[config.mk]
export PLATFORM = sky130hd
export DESIGN_NAME = alu_seq_flat
export DESIGN_NICKNAME = d
export VERILOG_FILES = /design/src/rtl/alu_seq_pkg.sv /design/src/rtl/alu_seq_if.sv /design/src/rtl/alu_seq_iter.sv /design/src/rtl/alu_seq.sv /design/src/flat_wrapper.sv
export SDC_FILE = /design/constraint.sdc
export NUM_CORES = 1
export LEC_CHECK = 0
export CORE_MARGIN = 1.5
export CORE_UTILIZATION = 40
export CTS_BUF_LIST = sky130_fd_sc_hd__clkbuf_4
export CTS_CLUSTER_SIZE = 30
export DETAILED_ROUTE_END_ITERATION = 8
export GPL_TIMING_DRIVEN = 0
export SYNTH_ARGS = -nofsm -noshare
export SYNTH_HDL_FRONTEND = slang
export SYNTH_SLANG_ARGS = --single-unit
export TNS_END_PERCENT = 50
[constraint.sdc]
create_clock -name clk_i -period 10.2 [get_ports clk_i]
set_input_delay 1.02 -clock clk_i [delete_from_list [all_inputs] [get_ports clk_i]]
set_output_delay 1.02 -clock clk_i [all_outputs]
set_load 0.05 [all_outputs]
[src/rtl/alu_seq_pkg.sv]
// Shared definitions for the registered ALU: operation codes and FSM state type.
// Imported by the interface-level top and the iterative datapath.
package alu_seq_pkg;

    localparam logic [3:0] ALU_AND  = 4'b0000;
    localparam logic [3:0] ALU_OR   = 4'b0001;
    localparam logic [3:0] ALU_ADD  = 4'b0010;
    localparam logic [3:0] ALU_SUB  = 4'b0110;
    localparam logic [3:0] ALU_SLTU = 4'b0111;
    localparam logic [3:0] ALU_SLT  = 4'b1000;
    localparam logic [3:0] ALU_SRA  = 4'b1001;
    localparam logic [3:0] ALU_LUI  = 4'b1011;
    localparam logic [3:0] ALU_MULU = 4'b1100;
    localparam logic [3:0] ALU_DIVU = 4'b1101;

    typedef enum logic [1:0] {
        IDLE,
        CALC,
        DONE
    } state_e;

    function automatic logic is_iterative(input logic [3:0] ctrl);
        return (ctrl == ALU_MULU) || (ctrl == ALU_DIVU);
    endfunction

endpackage

[src/rtl/alu_seq_if.sv]
// Request/response bundle between the datapath controller and alu_seq.
// ovf_o exists only when ALU_SEQ_OVERFLOW_EN is defined.
interface alu_seq_if #(
    parameter int WIDTH  = 32,
    parameter int CTRL_W = 4
);
    logic              start_i;
    logic [WIDTH-1:0]  src1_i;
    logic [WIDTH-1:0]  src2_i;
    logic [CTRL_W-1:0] ctrl_i;
    logic              busy_o;
    logic              done_o;
    logic [WIDTH-1:0]  result_o;
    logic [WIDTH-1:0]  result_hi_o;
    logic              zero_o;
`ifdef ALU_SEQ_OVERFLOW_EN
    logic              ovf_o;
`endif

    modport master (
        output start_i, src1_i, src2_i, ctrl_i,
        input  busy_o, done_o, result_o, result_hi_o, zero_o
`ifdef ALU_SEQ_OVERFLOW_EN
        , input ovf_o
`endif
    );

    modport slave (
        input  start_i, src1_i, src2_i, ctrl_i,
        output busy_o, done_o, result_o, result_hi_o, zero_o
`ifdef ALU_SEQ_OVERFLOW_EN
        , output ovf_o
`endif
    );

endinterface

[src/rtl/alu_seq_iter.sv]
// Iterative datapath shared by shift-add multiply and restoring divide.
// One step per cycle; the next-step values are exposed so the final step can be registered directly.
module alu_seq_iter
    import alu_seq_pkg::*;
#(
    parameter int WIDTH = 32
) (
    input  logic             clk_i,
    input  logic             rst_i,
    input  logic             load_i,
    input  logic             step_i,
    input  logic             div_mode_i,
    input  logic [WIDTH-1:0] a_i,
    input  logic [WIDTH-1:0] b_i,
    output logic [WIDTH-1:0] hi_next_o,
    output logic [WIDTH-1:0] lo_next_o
);

    logic [WIDTH-1:0] acc_q, acc_d;
    logic [WIDTH-1:0] shf_q, shf_d;
    logic [WIDTH-1:0] opd_q, opd_d;
    logic             div_q, div_d;

    logic [WIDTH:0]   mul_sum;
    logic [WIDTH:0]   div_shift;
    logic [WIDTH-1:0] div_sub;
    logic             div_fits;
    logic [WIDTH-1:0] step_acc;
    logic [WIDTH-1:0] step_shf;

    // acc holds product-high / partial remainder, shf holds multiplier / dividend-becoming-quotient
    always_comb begin
        mul_sum   = {1'b0, acc_q} + (shf_q[0] ? {1'b0, opd_q} : '0);
        div_shift = {acc_q, shf_q[WIDTH-1]};
        div_fits  = (div_shift >= {1'b0, opd_q});
        div_sub   = div_shift[WIDTH-1:0] - opd_q;

        if (div_q) begin
            step_acc = div_fits ? div_sub : div_shift[WIDTH-1:0];
            step_shf = {shf_q[WIDTH-2:0], div_fits};
        end else begin
            step_acc = mul_sum[WIDTH:1];
            step_shf = {mul_sum[0], shf_q[WIDTH-1:1]};
        end

        hi_next_o = step_acc;
        lo_next_o = step_shf;
    end

    always_comb begin
        acc_d = acc_q;
        shf_d = shf_q;
        opd_d = opd_q;
        div_d = div_q;
        if (load_i) begin
            acc_d = '0;
            shf_d = div_mode_i ? a_i : b_i;
            opd_d = div_mode_i ? b_i : a_i;
            div_d = div_mode_i;
        end else if (step_i) begin
            acc_d = step_acc;
            shf_d = step_shf;
        end
    end

    always_ff @(posedge clk_i) begin
        if (rst_i) begin
            acc_q <= '0;
            shf_q <= '0;
            opd_q <= '0;
            div_q <= 1'b0;
        end else begin
            acc_q <= acc_d;
            shf_q <= shf_d;
            opd_q <= opd_d;
            div_q <= div_d;
        end
    end

endmodule

[src/rtl/alu_seq.sv]
// Registered ALU with start/busy/done handshake; MULU/DIVU take WIDTH+1 cycles, others 1.
// Define ALU_SEQ_OVERFLOW_EN to add the signed ADD/SUB overflow flag ovf_o.
module alu_seq
    import alu_seq_pkg::*;
#(
    parameter int  WIDTH  = 32,
    parameter int  CTRL_W = 4,
    localparam int CNT_W  = $clog2(WIDTH) + 1
) (
    input  logic     clk_i,
    input  logic     rst_i,
    alu_seq_if.slave bus
);

    localparam int SH_W = $clog2(WIDTH);

    state_e           state_q, state_d;
    logic [CNT_W-1:0] cnt_q, cnt_d;
    logic [WIDTH-1:0] result_q, result_d;
    logic [WIDTH-1:0] result_hi_q, result_hi_d;
    logic             zero_q, zero_d;

    logic [WIDTH-1:0] op_res;
    logic [WIDTH-1:0] sum;
    logic [WIDTH-1:0] diff;
    logic [WIDTH-1:0] iter_hi;
    logic [WIDTH-1:0] iter_lo;
    logic             iter_load;
    logic             iter_step;
    logic             div_mode;

`ifdef ALU_SEQ_OVERFLOW_EN
    logic             ovf_q, ovf_d;
    logic             add_ovf;
    logic             sub_ovf;
`endif

    assign div_mode = (bus.ctrl_i == ALU_DIVU);

    alu_seq_iter #(
        .WIDTH(WIDTH)
    ) u_iter (
        .clk_i      (clk_i),
        .rst_i      (rst_i),
        .load_i     (iter_load),
        .step_i     (iter_step),
        .div_mode_i (div_mode),
        .a_i        (bus.src1_i),
        .b_i        (bus.src2_i),
        .hi_next_o  (iter_hi),
        .lo_next_o  (iter_lo)
    );

    always_comb begin
        sum    = bus.src1_i + bus.src2_i;
        diff   = bus.src1_i - bus.src2_i;
        op_res = '0;
        case (bus.ctrl_i)
            ALU_AND:  op_res = bus.src1_i & bus.src2_i;
            ALU_OR:   op_res = bus.src1_i | bus.src2_i;
            ALU_ADD:  op_res = sum;
            ALU_SUB:  op_res = diff;
            ALU_SLTU: op_res = {{(WIDTH-1){1'b0}}, (bus.src1_i < bus.src2_i)};
            ALU_SLT:  op_res = {{(WIDTH-1){1'b0}}, ($signed(bus.src1_i) < $signed(bus.src2_i))};
            ALU_SRA:  op_res = $signed(bus.src1_i) >>> bus.src2_i[SH_W-1:0];
            ALU_LUI:  op_res = bus.src2_i << (WIDTH/2);
            default:  op_res = '0;
        endcase
    end

`ifdef ALU_SEQ_OVERFLOW_EN
    always_comb begin
        add_ovf = (bus.src1_i[WIDTH-1] == bus.src2_i[WIDTH-1]) && (sum[WIDTH-1]  != bus.src1_i[WIDTH-1]);
        sub_ovf = (bus.src1_i[WIDTH-1] != bus.src2_i[WIDTH-1]) && (diff[WIDTH-1] != bus.src1_i[WIDTH-1]);
    end
`endif

    // DONE accepts a new request just like IDLE, giving back-to-back throughput
    always_comb begin
        state_d     = state_q;
        cnt_d       = cnt_q;
        result_d    = result_q;
        result_hi_d = result_hi_q;
        zero_d      = zero_q;
        iter_load   = 1'b0;
        iter_step   = 1'b0;
`ifdef ALU_SEQ_OVERFLOW_EN
        ovf_d       = ovf_q;
`endif
        case (state_q)
            IDLE, DONE: begin
                if (bus.start_i) begin
                    if (is_iterative(bus.ctrl_i)) begin
                        state_d   = CALC;
                        cnt_d     = CNT_W'(WIDTH);
                        iter_load = 1'b1;
                    end else begin
                        state_d     = DONE;
                        result_d    = op_res;
                        result_hi_d = '0;
                        zero_d      = (op_res == '0);
`ifdef ALU_SEQ_OVERFLOW_EN
                        ovf_d = ((bus.ctrl_i == ALU_ADD) && add_ovf) ||
                                ((bus.ctrl_i == ALU_SUB) && sub_ovf);
`endif
                    end
                end else begin
                    state_d = IDLE;
                end
            end
            CALC: begin
                iter_step = 1'b1;
                cnt_d     = cnt_q - CNT_W'(1);
                if (cnt_q == CNT_W'(1)) begin
                    state_d     = DONE;
                    result_d    = iter_lo;
                    result_hi_d = iter_hi;
                    zero_d      = (iter_lo == '0);
`ifdef ALU_SEQ_OVERFLOW_EN
                    ovf_d       = 1'b0;
`endif
                end
            end
            default: state_d = IDLE;
        endcase
    end

    always_ff @(posedge clk_i) begin
        if (rst_i) begin
            state_q     <= IDLE;
            cnt_q       <= '0;
            result_q    <= '0;
            result_hi_q <= '0;
            zero_q      <= 1'b1;
`ifdef ALU_SEQ_OVERFLOW_EN
            ovf_q       <= 1'b0;
`endif
        end else begin
            state_q     <= state_d;
            cnt_q       <= cnt_d;
            result_q    <= result_d;
            result_hi_q <= result_hi_d;
            zero_q      <= zero_d;
`ifdef ALU_SEQ_OVERFLOW_EN
            ovf_q       <= ovf_d;
`endif
        end
    end

    assign bus.busy_o      = (state_q == CALC);
    assign bus.done_o      = (state_q == DONE);
    assign bus.result_o    = result_q;
    assign bus.result_hi_o = result_hi_q;
    assign bus.zero_o      = zero_q;
`ifdef ALU_SEQ_OVERFLOW_EN
    assign bus.ovf_o       = ovf_q;
`endif

endmodule

[src/flat_wrapper.sv]
// flat-port wrapper written by rule: the top's interface ports become plain ports
module alu_seq_flat import alu_seq_pkg::*;
#(
    parameter int  WIDTH  = 32,
    parameter int  CTRL_W = 4,
    localparam int CNT_W  = $clog2(WIDTH) + 1
)
  (clk_i, rst_i, bus_start_i, bus_src1_i, bus_src2_i, bus_ctrl_i, bus_busy_o, bus_done_o, bus_result_o, bus_result_hi_o, bus_zero_o);
  alu_seq_if #(.WIDTH(WIDTH), .CTRL_W(CTRL_W)) bus_i ();
  input  logic clk_i;
  input  logic rst_i;
  input wire logic [$bits(bus_i.start_i)-1:0] bus_start_i;
  input wire logic [$bits(bus_i.src1_i)-1:0] bus_src1_i;
  input wire logic [$bits(bus_i.src2_i)-1:0] bus_src2_i;
  input wire logic [$bits(bus_i.ctrl_i)-1:0] bus_ctrl_i;
  output wire logic [$bits(bus_i.busy_o)-1:0] bus_busy_o;
  output wire logic [$bits(bus_i.done_o)-1:0] bus_done_o;
  output wire logic [$bits(bus_i.result_o)-1:0] bus_result_o;
  output wire logic [$bits(bus_i.result_hi_o)-1:0] bus_result_hi_o;
  output wire logic [$bits(bus_i.zero_o)-1:0] bus_zero_o;
  assign bus_i.start_i = bus_start_i;
  assign bus_i.src1_i = bus_src1_i;
  assign bus_i.src2_i = bus_src2_i;
  assign bus_i.ctrl_i = bus_ctrl_i;
  assign bus_busy_o = bus_i.busy_o;
  assign bus_done_o = bus_i.done_o;
  assign bus_result_o = bus_i.result_o;
  assign bus_result_hi_o = bus_i.result_hi_o;
  assign bus_zero_o = bus_i.zero_o;
  alu_seq #(.WIDTH(WIDTH), .CTRL_W(CTRL_W)) u_core (.clk_i(clk_i), .rst_i(rst_i), .bus(bus_i));
endmodule
Word level (Yosys, flattened, before mapping):

Cells that the tools add are included.

* register bits: 170

* reduce and logical (&&, ||, !) cells: 11
* equal/unequal tests: 16
* shift-type cells: 1
* add/subtract/negate cells: 5
* bitwise logic cells: 2
* mux-type cells: 32
* magnitude comparators: 3

Operator list (count)
* 32-bit two-way mux: 14
* 32-bit one-hot mux with 8 select lines: 1
* 32-bit one-hot mux with 2 select lines: 2
* 32-bit logical NOT: 2
* 32-bit < comparator: 2
* 32-bit subtractor: 2
* 32-bit by 33-bit adder with 33-bit output: 1
* 33-bit by 32-bit greater-or-equal comparator with 1-bit output: 1
* 32-bit adder: 1
* 32-bit AND: 1
* 32-bit bitwise OR: 1
* 32-bit by 5-bit >>> shifter with 32-bit output: 1
* 4-bit == test, second input constant: 5
* 6-bit two-way mux: 2
* 6-bit one-hot mux with 2 select lines: 1
* 4-bit by 3-bit == test with 1-bit output, second input constant: 2
* 1-bit two-way mux: 7
* 6-bit by 1-bit == test with 1-bit output, second input constant: 1
* 2-bit two-way mux: 3
* 6-bit by 1-bit subtractor with 6-bit output, second input constant: 1
* 4-bit by 1-bit == test with 1-bit output, second input constant: 1
* 4-bit by 2-bit == test with 1-bit output, second input constant: 1
* 4-bit logical NOT: 1
* 2-bit by 1-bit inequality test with 1-bit output, second input constant: 2
* other kinds (11): 14

Logic depth before layout (Yosys ltp):

Gate-level depths: netlist of run 1.

* word-level depth: 6
* gate-level depth with buffers: 18
* depth with buffers taken out: 15

Cells and area by module:

Synthesis of run 1 repeated with hierarchy kept, for this count alone.

* cells, all modules: 2689
* area, all modules: 20121.8 um^2

Modules (own cells, without submodules)
* alu_seq: times used 1, cells an instance 1488, area an instance 10856.7 um^2
* alu_seq_iter: times used 1, cells an instance 1201, area an instance 9265.1 um^2

Worst setup path after synthesis of run 1:

OpenSTA, ideal clock, no wires.

* path kind: input to register
* from: input bus_src2_i[3]
* to: register u_core.zero_q, in the netlist u_core.bus.zero_o
* required time: 10.131 ns
* buffers on the path: 5
* setup time: 0.069 ns
* stages: 18
* path slack: 4.882 ns
* arrival: 5.249 ns
* cells stage by stage: buf_6 buf_2 inv_1 clkbuf_1 clkbuf_1 ha_1 clkbuf_1 nor2_1 o311ai_1 a2111o_1 a2111oi_1 o21bai_1 and2_1 mux2_2 a211o_1 nor4b_1 nand4_1 o21ai_1

* longest elaborated chain between the ends: 6
* elaborated cells on any way between the ends: 12
* classes of those cells: add/sub: 2; order compare: 2; shift: 1; mux: 4; bitwise: 2; reduce/logical: 1

RTL lines
* start: declaration: line flat_wrapper.sv:14 `input wire logic [$bits(bus_i.src2_i)-1:0] bus_src2_i;`
* 32-bit subtractor (tied with other cells): line alu_seq.sv:56 `diff = bus.src1_i - bus.src2_i;`
* 32-bit one-hot mux with 8 select lines (*): line alu_seq.sv:58 `case (bus.ctrl_i)`
* 32-bit logical NOT (*): line alu_seq.sv:101 `zero_d = (op_res == '0);`
* 1-bit two-way mux (*): line alu_seq.sv:93 `if (is_iterative(bus.ctrl_i)) begin`
* 1-bit two-way mux (*): line alu_seq.sv:92 `if (bus.start_i) begin`
* 1-bit one-hot mux with 2 select lines (*): line alu_seq.sv:90 `case (state_q)`
* end signal: assignment: line alu_seq.sv:143 `zero_q <= zero_d;`
* end: declaration: line alu_seq.sv:21 `logic zero_q, zero_d;`

Mark *: on every way between the ends. The rest lies on a longest branch, timed or not. The select of a mux whose other input is x is not followed.
A chain may end at the register's enable or synchronous reset.

Worst setup path after layout of run 1:

Ends and elaborated chain as after synthesis.

==> run summary, run 1 <==
Mean post-synth cell area: 7.30 um^2
Initial antenna violation count: 2
Crit-path cells: clkdlybuf4s50_1, buf_6, buf_2, inv_1, clkbuf_1, clkbuf_1, ha_1, clkbuf_1, nor2_1, o311ai_1, a2111o_1, a2111oi_1, o21bai_1, and2_1, mux2_2, a211o_1, nor4b_1, nand4_1, o21ai_1
Slowest-stage cell, CP: a2111oi_1
Final GP Congestion: 1.07
DRC violations left: 0
TritonRoute pass-1 iters: 7
Die area: 0.0502 mm^2
Power Total: 2180 uW
Clock sinks: 170
Mapped cell area: 0.0195 mm^2
First-pass GRT wire length: 150,000 um
PostCTS Resize Cnt: 0
Tightest Pin Transition: 1.59 ns
Post-synthesis sequential area ratio: 17.4%
Slew HR: -5.92%
Number of I/O pins: 138
CTS clk-pin slew, worst paths: 0.16 ns
Nets: 3,079
Failing checks: capacitance limit, slew limit
Critical path arrival: 8.45 ns
Clock Latency Late Sink: 0.68 ns
Cell with the most instances after synthesis: nand2_1
Worst vdd ir: 0.0000575 V
Period minus WS final: 7.85 ns
Post-synthesis net count: 2,924
Setup Skew: 0.0387 ns
Area contributors post-synth: dfxtp_1 17%, ha_1 11%, a21oi_1 6.6%, nand2_1 5.0%, nor2_1 4.8%
Leak: 0.00861 uW
CTS Hold Bufs: 0
Share of post-route cells with drive strength above 1: 5.49%
Warnings, synthesis: 0
Wire per inst: 30.2 um
Worst path top cell family by delay: compound AO/OA/AOI/OAI gates
Status: finished, violations left
Startpoint types: input port
Yosys top cell area share: 17.4%
Initial Util: 40.7%
Dpl hpwl: 84,000 um
CP endpoint kind: flip-flop
Primary FF master, synth: dfxtp_1
Clock Tree Root: clkbuf_4
Critical path required time: 10.80 ns
Yosys cell types: 89
Post-DR vias/cell: 6.59
Core Rows: 80
Max-Cap Viols: 1
Antenna viol nets, final: 0
Final hold violations: 0
Synthesis-stage register bit count: 170
Yosys top cell by area: dfxtp_1
Iter 0 DRT Violations: 2,176
Total CTS buffers: 17
Post-CTS setup buffers: 0
CTS HTree Levels: 4
Die height: 224 um
Vias in the first global route: 22,348
Final setup viols: 0
Slew Viols, Final: 6
Pin count of the biggest net entering global routing: 18
Post-synth EDFFs: 0
GR Overflow Total: 0
Async set-reset flop share out of synthesis: 0%
HP Class: flip-flop to flip-flop
Core footprint: 0.0479 mm^2
Final setup TNS: 0 ns
CTS Buffer Depth: 2
Syn-to-layout area delta: 12.5%
Maximum clock rate: 127 MHz
CTS tree: built
Post-synth top cells: 262 x nand2_1, 259 x a21oi_1, 249 x nor2_1, 182 x o21ai_0, 174 x ha_1
Unrepaired setup endpoints after global routing: no
Worst Path Buf+Inv: 7
Slowest stage delay, CP: 1.17 ns
GRT Overall Usage: 40.9%
Die W: 224 um
Routed via count: 22,787
Most common cell on crit path: clkbuf_1
Synthesized instance count: 2,675
IO buf count: 135
Final period util: 76.9%
Worst-path maximum fanout: 11
DRT Wirelength: 105,000 um
P per Cell Area: 99.2 mW/mm^2
Critical path type: input port to flip-flop
[sequential cells by signal (all words and copies together) (netlist names)]
register	cells
u_core.bus.result_hi_o	32
u_core.bus.result_o	32
u_core.u_iter.acc_q	32
u_core.u_iter.opd_q	32
u_core.u_iter.shf_q	32
u_core.cnt_q	6
u_core.state_q	2
u_core.bus.zero_o	1
u_core.u_iter.div_q	1
[cells by family after synthesis]
kind of cell               Yosys count  share of synthesized area (%)
AOI/OAI and AO/OA                  926                           31.2
and+or+nand+nor                    856                           20.5
buffers and inverters              344                           6.89
adders and majority gates          178                           11.6
DFF                                170                           17.4
muxes                              144                           9.92
xor gates and xnor gates            57                           2.56
[cells in the final DEF, fill, tap and decap left out, types with 21 or more instances in the layout]
master / netlist / layout
a211oi_1: 77 / 77
o211ai_1: 58 / 58
clkbuf_1: 150 / 150
ha_1: 174 / 174
a21o_1: 48 / 48
mux4_2: 37 / 37
inv_1: 160 / 160
a211o_1: 28 / 28
a21oi_1: 259 / 259
mux2i_1: 83 / 83
nand2b_1: 24 / 24
dfxtp_1: 170 / 170
nand4_1: 22 / 22
clkdlybuf4s50_1: 0 / 135
nand2_1: 262 / 262
mux2_2: 23 / 23
xnor2_1: 38 / 38
o21ai_0: 182 / 182
a31oi_1: 32 / 32
nand3_1: 68 / 68
nor2_1: 249 / 249
and2_1: 54 / 54
nor3_1: 57 / 57
nor2b_1: 21 / 21
[worst min-delay path: stages (launching register included)]
cell and delay, ns:
dfxtp_1 0.34, nand2_1 0.05, nand2_1 0.04
[final timing paths]
kind                                start                          to  slack [ns]  depth (start not counted)
setup / recovery            bus_src2_i[3]           u_core.bus.zero_o        2.35                         19
hold / removal    u_core.bus.result_o[30]     u_core.bus.result_o[30]        0.45                          2
setup reg to reg  u_core.u_iter.opd_q[11]  u_core.bus.result_hi_o[30]        4.45                         14
hold reg to reg   u_core.bus.result_o[30]     u_core.bus.result_o[30]        0.45                          2
[power by group]
part	internal [uW]	switching (uW)	total (uW)
Combinational	334	699	1030
Clock	140	295	435
Sequential	687	24.5	712
[per-layer routing]
layer  part of all wire (%)  track usage (%)  wire, um  up-vias
met5                  0.012            0.293        13        -
met4                    8.2             29.1      8550        2
met3                    7.7             7.40      8020      377
met2                     45             67.2     47500     1359
met1                     39             48.0     40500    10897
li1                       -                -         -    10152
[layout make-up]
type                       count  area (um^2)
sequential                   170         3400
inverter                     165          619
multi-input combinational   2161        14800
antenna                        1         2.50
fill                        5018        26000
clock buffer                  19          143
buffer                       179          727
timing repair buffer         136         1360
tap                          615          769
clock inverter                13          149
[metrics by stage]
| step | utilization [%] | area (um^2) | cells | hold WS, ns | setup WS (ns) |
|---|---|---|---|---|---|
| CTS | 45.8 | 22000 | 3458 | 0.458 | 2.70 |
| finish | 45.8 | 22000 | 3459 | 0.452 | 2.35 |
| global route | 45.8 | 22000 | 3459 | 0.492 | 2.23 |
| global placement | 45.2 | 21600 | 3425 | 0.428 | 1.88 |
| floorplan | - | 19500 | 2675 | 0.445 | 4.88 |
| detailed placement | 45.2 | 21700 | 3426 | 0.438 | 2.03 |
Note: power is estimated with default switching activity, not from simulation.
==> run 2: changes to the inputs <==
Clock period 10.2 ns to 7.99 ns, I/O delays scaled along.
==> results of run 2 <==
The final DEF is identical to that of run 1. Status: finished, violations left: capacitance limit, slew limit.
Among the figures that moved: setup slack after placement 2.03 ns -> 0.0440 ns; setup slack after layout 2.35 ns -> 0.362 ns; register-to-register setup slack 4.45 ns -> 2.24 ns; total power 2180 uW -> 2780 uW; worst IR drop on VDD 0.0000575 V -> 0.0000734 V
==> run 3: changes to the inputs <==
Settings changed: CORE_MARGIN 1.5 to not set.
==> run 3 against run 2 <==
Net effect:
- the run now ends clean
- die area shrank 0.89%
- critical path depth is the same
- clock skew shrank 0.014 ns
- first-iteration DRC count grew 6.9%
- global-route usage grew 0.053 points
- final area shrank 0.17%
- via count grew 0.13%
- flip-flop and latch count is the same
==> run summary, run 3 (synthesis gave the netlist of run 1 again) <==
Initial Util: 40.7%
CTS Hold Bufs: 0
DRT Wirelength: 104,000 um
Share of post-route cells with drive strength above 1: 5.42%
Worst vdd ir: 0.0000716 V
Leak: 0.00859 uW
P per Cell Area: 125 mW/mm^2
Max-Cap Viols: 0
Pin count of the biggest net entering global routing: 18
WP depth: 19
Clock sinks: 170
Worst path top cell family by delay: buffers and inverters
PostCTS Resize Cnt: 0
Multi-input combinational cell area: 0.0148 mm^2
Dpl hpwl: 83,300 um
FF-to-FF End: u_core.bus.result_hi_o[12]
Post-DR vias/cell: 6.60
DRC violations left: 0
Setup Skew: 0.0250 ns
Core footprint: 0.0479 mm^2
Status: finished clean
CTS Buffer Depth: 2
Syn-to-layout area delta: 12.3%
Crit-path cells: clkdlybuf4s50_1, buf_6, buf_2, inv_1, clkbuf_1, clkbuf_1, ha_1, clkbuf_1, nor2_1, o311ai_1, a2111o_1, a2111oi_1, o21bai_1, and2_1, mux2_2, a211o_1, nor4b_1, nand4_1, o21ai_1
Power Total: 2740 uW
Most frequent cells in the layout: 262 x nand2_1, 259 x a21oi_1, 249 x nor2_1, 182 x o21ai_0, 174 x ha_1
Total CTS buffers: 17
TritonRoute pass-1 iters: 6
First-pass GRT wire length: 149,000 um
Period minus WS final: 7.26 ns
Startpoint types: input port
Iter 0 DRT Violations: 2,326
CTS clk-pin slew, worst paths: 0.17 ns
Worst setup path end: u_core.bus.zero_o
Maximum clock rate: 138 MHz
GRT Overall Usage: 40.9%
Die height: 223 um
Initial antenna violation count: 1
Clock Tree Root: clkbuf_4
Final setup viols: 0
Nets: 3,079
HP Class: flip-flop to flip-flop
Core Rows: 80
Tightest Pin Transition: 1.48 ns
Slowest-stage cell, CP: a2111oi_1
Final period util: 90.9%
Worst hold start: u_core.bus.result_o[30]
Seq. cell area: 0.00340 mm^2
R2R setup slack: 2.23 ns
CTS HTree Levels: 4
Critical path type: input port to flip-flop
CTS tree: built
Final hold violations: 0
Worst Reg-to-Reg Cells: 14
Vias in the first global route: 22,162
Die W: 223 um
Worst-path maximum fanout: 11
Slowest stage delay, CP: 0.98 ns
Clock Latency Late Sink: 0.68 ns
Antenna viol nets, final: 0
Critical path arrival: 7.89 ns
Most common cell on crit path: clkbuf_1
Die area: 0.0497 mm^2
CP endpoint kind: flip-flop
Reg2reg start: u_core.u_iter.opd_q[1]
Wire per inst: 30.0 um
Routed via count: 22,816
Origin of the worst setup path: bus_src2_i[3]
IO buf count: 135
Number of I/O pins: 138
Final GP Congestion: 1.05
Core Util, Final: 45.7%
Slew HR: 1.34%
Post-CTS setup buffers: 0
GR Overflow Total: 0
Unrepaired setup endpoints after global routing: no
# fillers: 5,050
Critical path required time: 8.62 ns
Commonest non-fill, non-tap cell in the layout: nand2_1
Slew Viols, Final: 0
Worst Path Buf+Inv: 7
## run 3: cell type report
class	instances	share of cell area, %
Clock inverter	15	0.605
Sequential cell	170	15.5
Inverter	165	2.82
Clock buffer	17	0.582
Multi-Input combinational cell	2161	67.4
Antenna cell	1	0.0114
Timing Repair Buffer	136	6.19
Buffer	179	3.32
Tap cell	615	3.51
## run 3: metrics by stage
stage | TNS (ns) | instance area, um^2 | cells | hold WS, ns | setup slack, ns
2_1_floorplan | 0 | 19500 | 2675 | 0.445 | 2.89
6_report | 0 | 21900 | 3459 | 0.453 | 0.731
5_1_grt | 0 | 21900 | 3459 | 0.473 | 0.582
4_1_cts | 0 | 21900 | 3458 | 0.458 | 0.948
3_5_place_dp | 0 | 21700 | 3426 | 0.438 | 0.279
3_3_place_gp | -0.0618 | 21600 | 3425 | 0.430 | -0.0618
## run 3: how the worst min path moves through the flow
stage / endpoint / slack (ns) / cells after the start
finish: u_core.bus.result_o[30] / 0.45 / 2
global route: u_core.bus.result_o[30] / 0.47 / 2
CTS: u_core.bus.result_o[30] / 0.46 / 2
detailed placement: u_core.bus.result_o[30] / 0.44 / 2
global placement: u_core.bus.result_o[30] / 0.43 / 2
floorplan: u_core.u_iter.shf_q[21] / 0.44 / 2
## run 3: power breakdown
| part | internal [uW] | total, uW | switching (uW) |
|---|---|---|---|
| registers | 877 | 909 | 31.4 |
| logic | 426 | 1320 | 890 |
| clock network | 136 | 514 | 378 |
## run 3: layer usage
metal | track usage, % | part of all wire [%] | vias to the layer above
met4 | 32.3 | 8.5 | 0
met5 | 0 | 0 | -
met1 | 47.8 | 38 | 10854
met2 | 67.1 | 46 | 1416
li1 | - | - | 10152
met3 | 6.22 | 8.0 | 394
## run 3: worst reg2reg max path, stage by stage (launching register included)
cell and delay [ns]:
dfxtp_1 0.46, inv_1 0.11, ha_1 0.31, nor2b_1 0.15, o31a_1 0.28, nor2_1 0.12, o221ai_1 0.21, a31o_2 0.37
a2111oi_0 0.92, o21bai_1 0.52, nand2_1 0.68, clkbuf_1 0.78, o211ai_1 0.38, a32oi_1 0.29, nor2_1 0.05
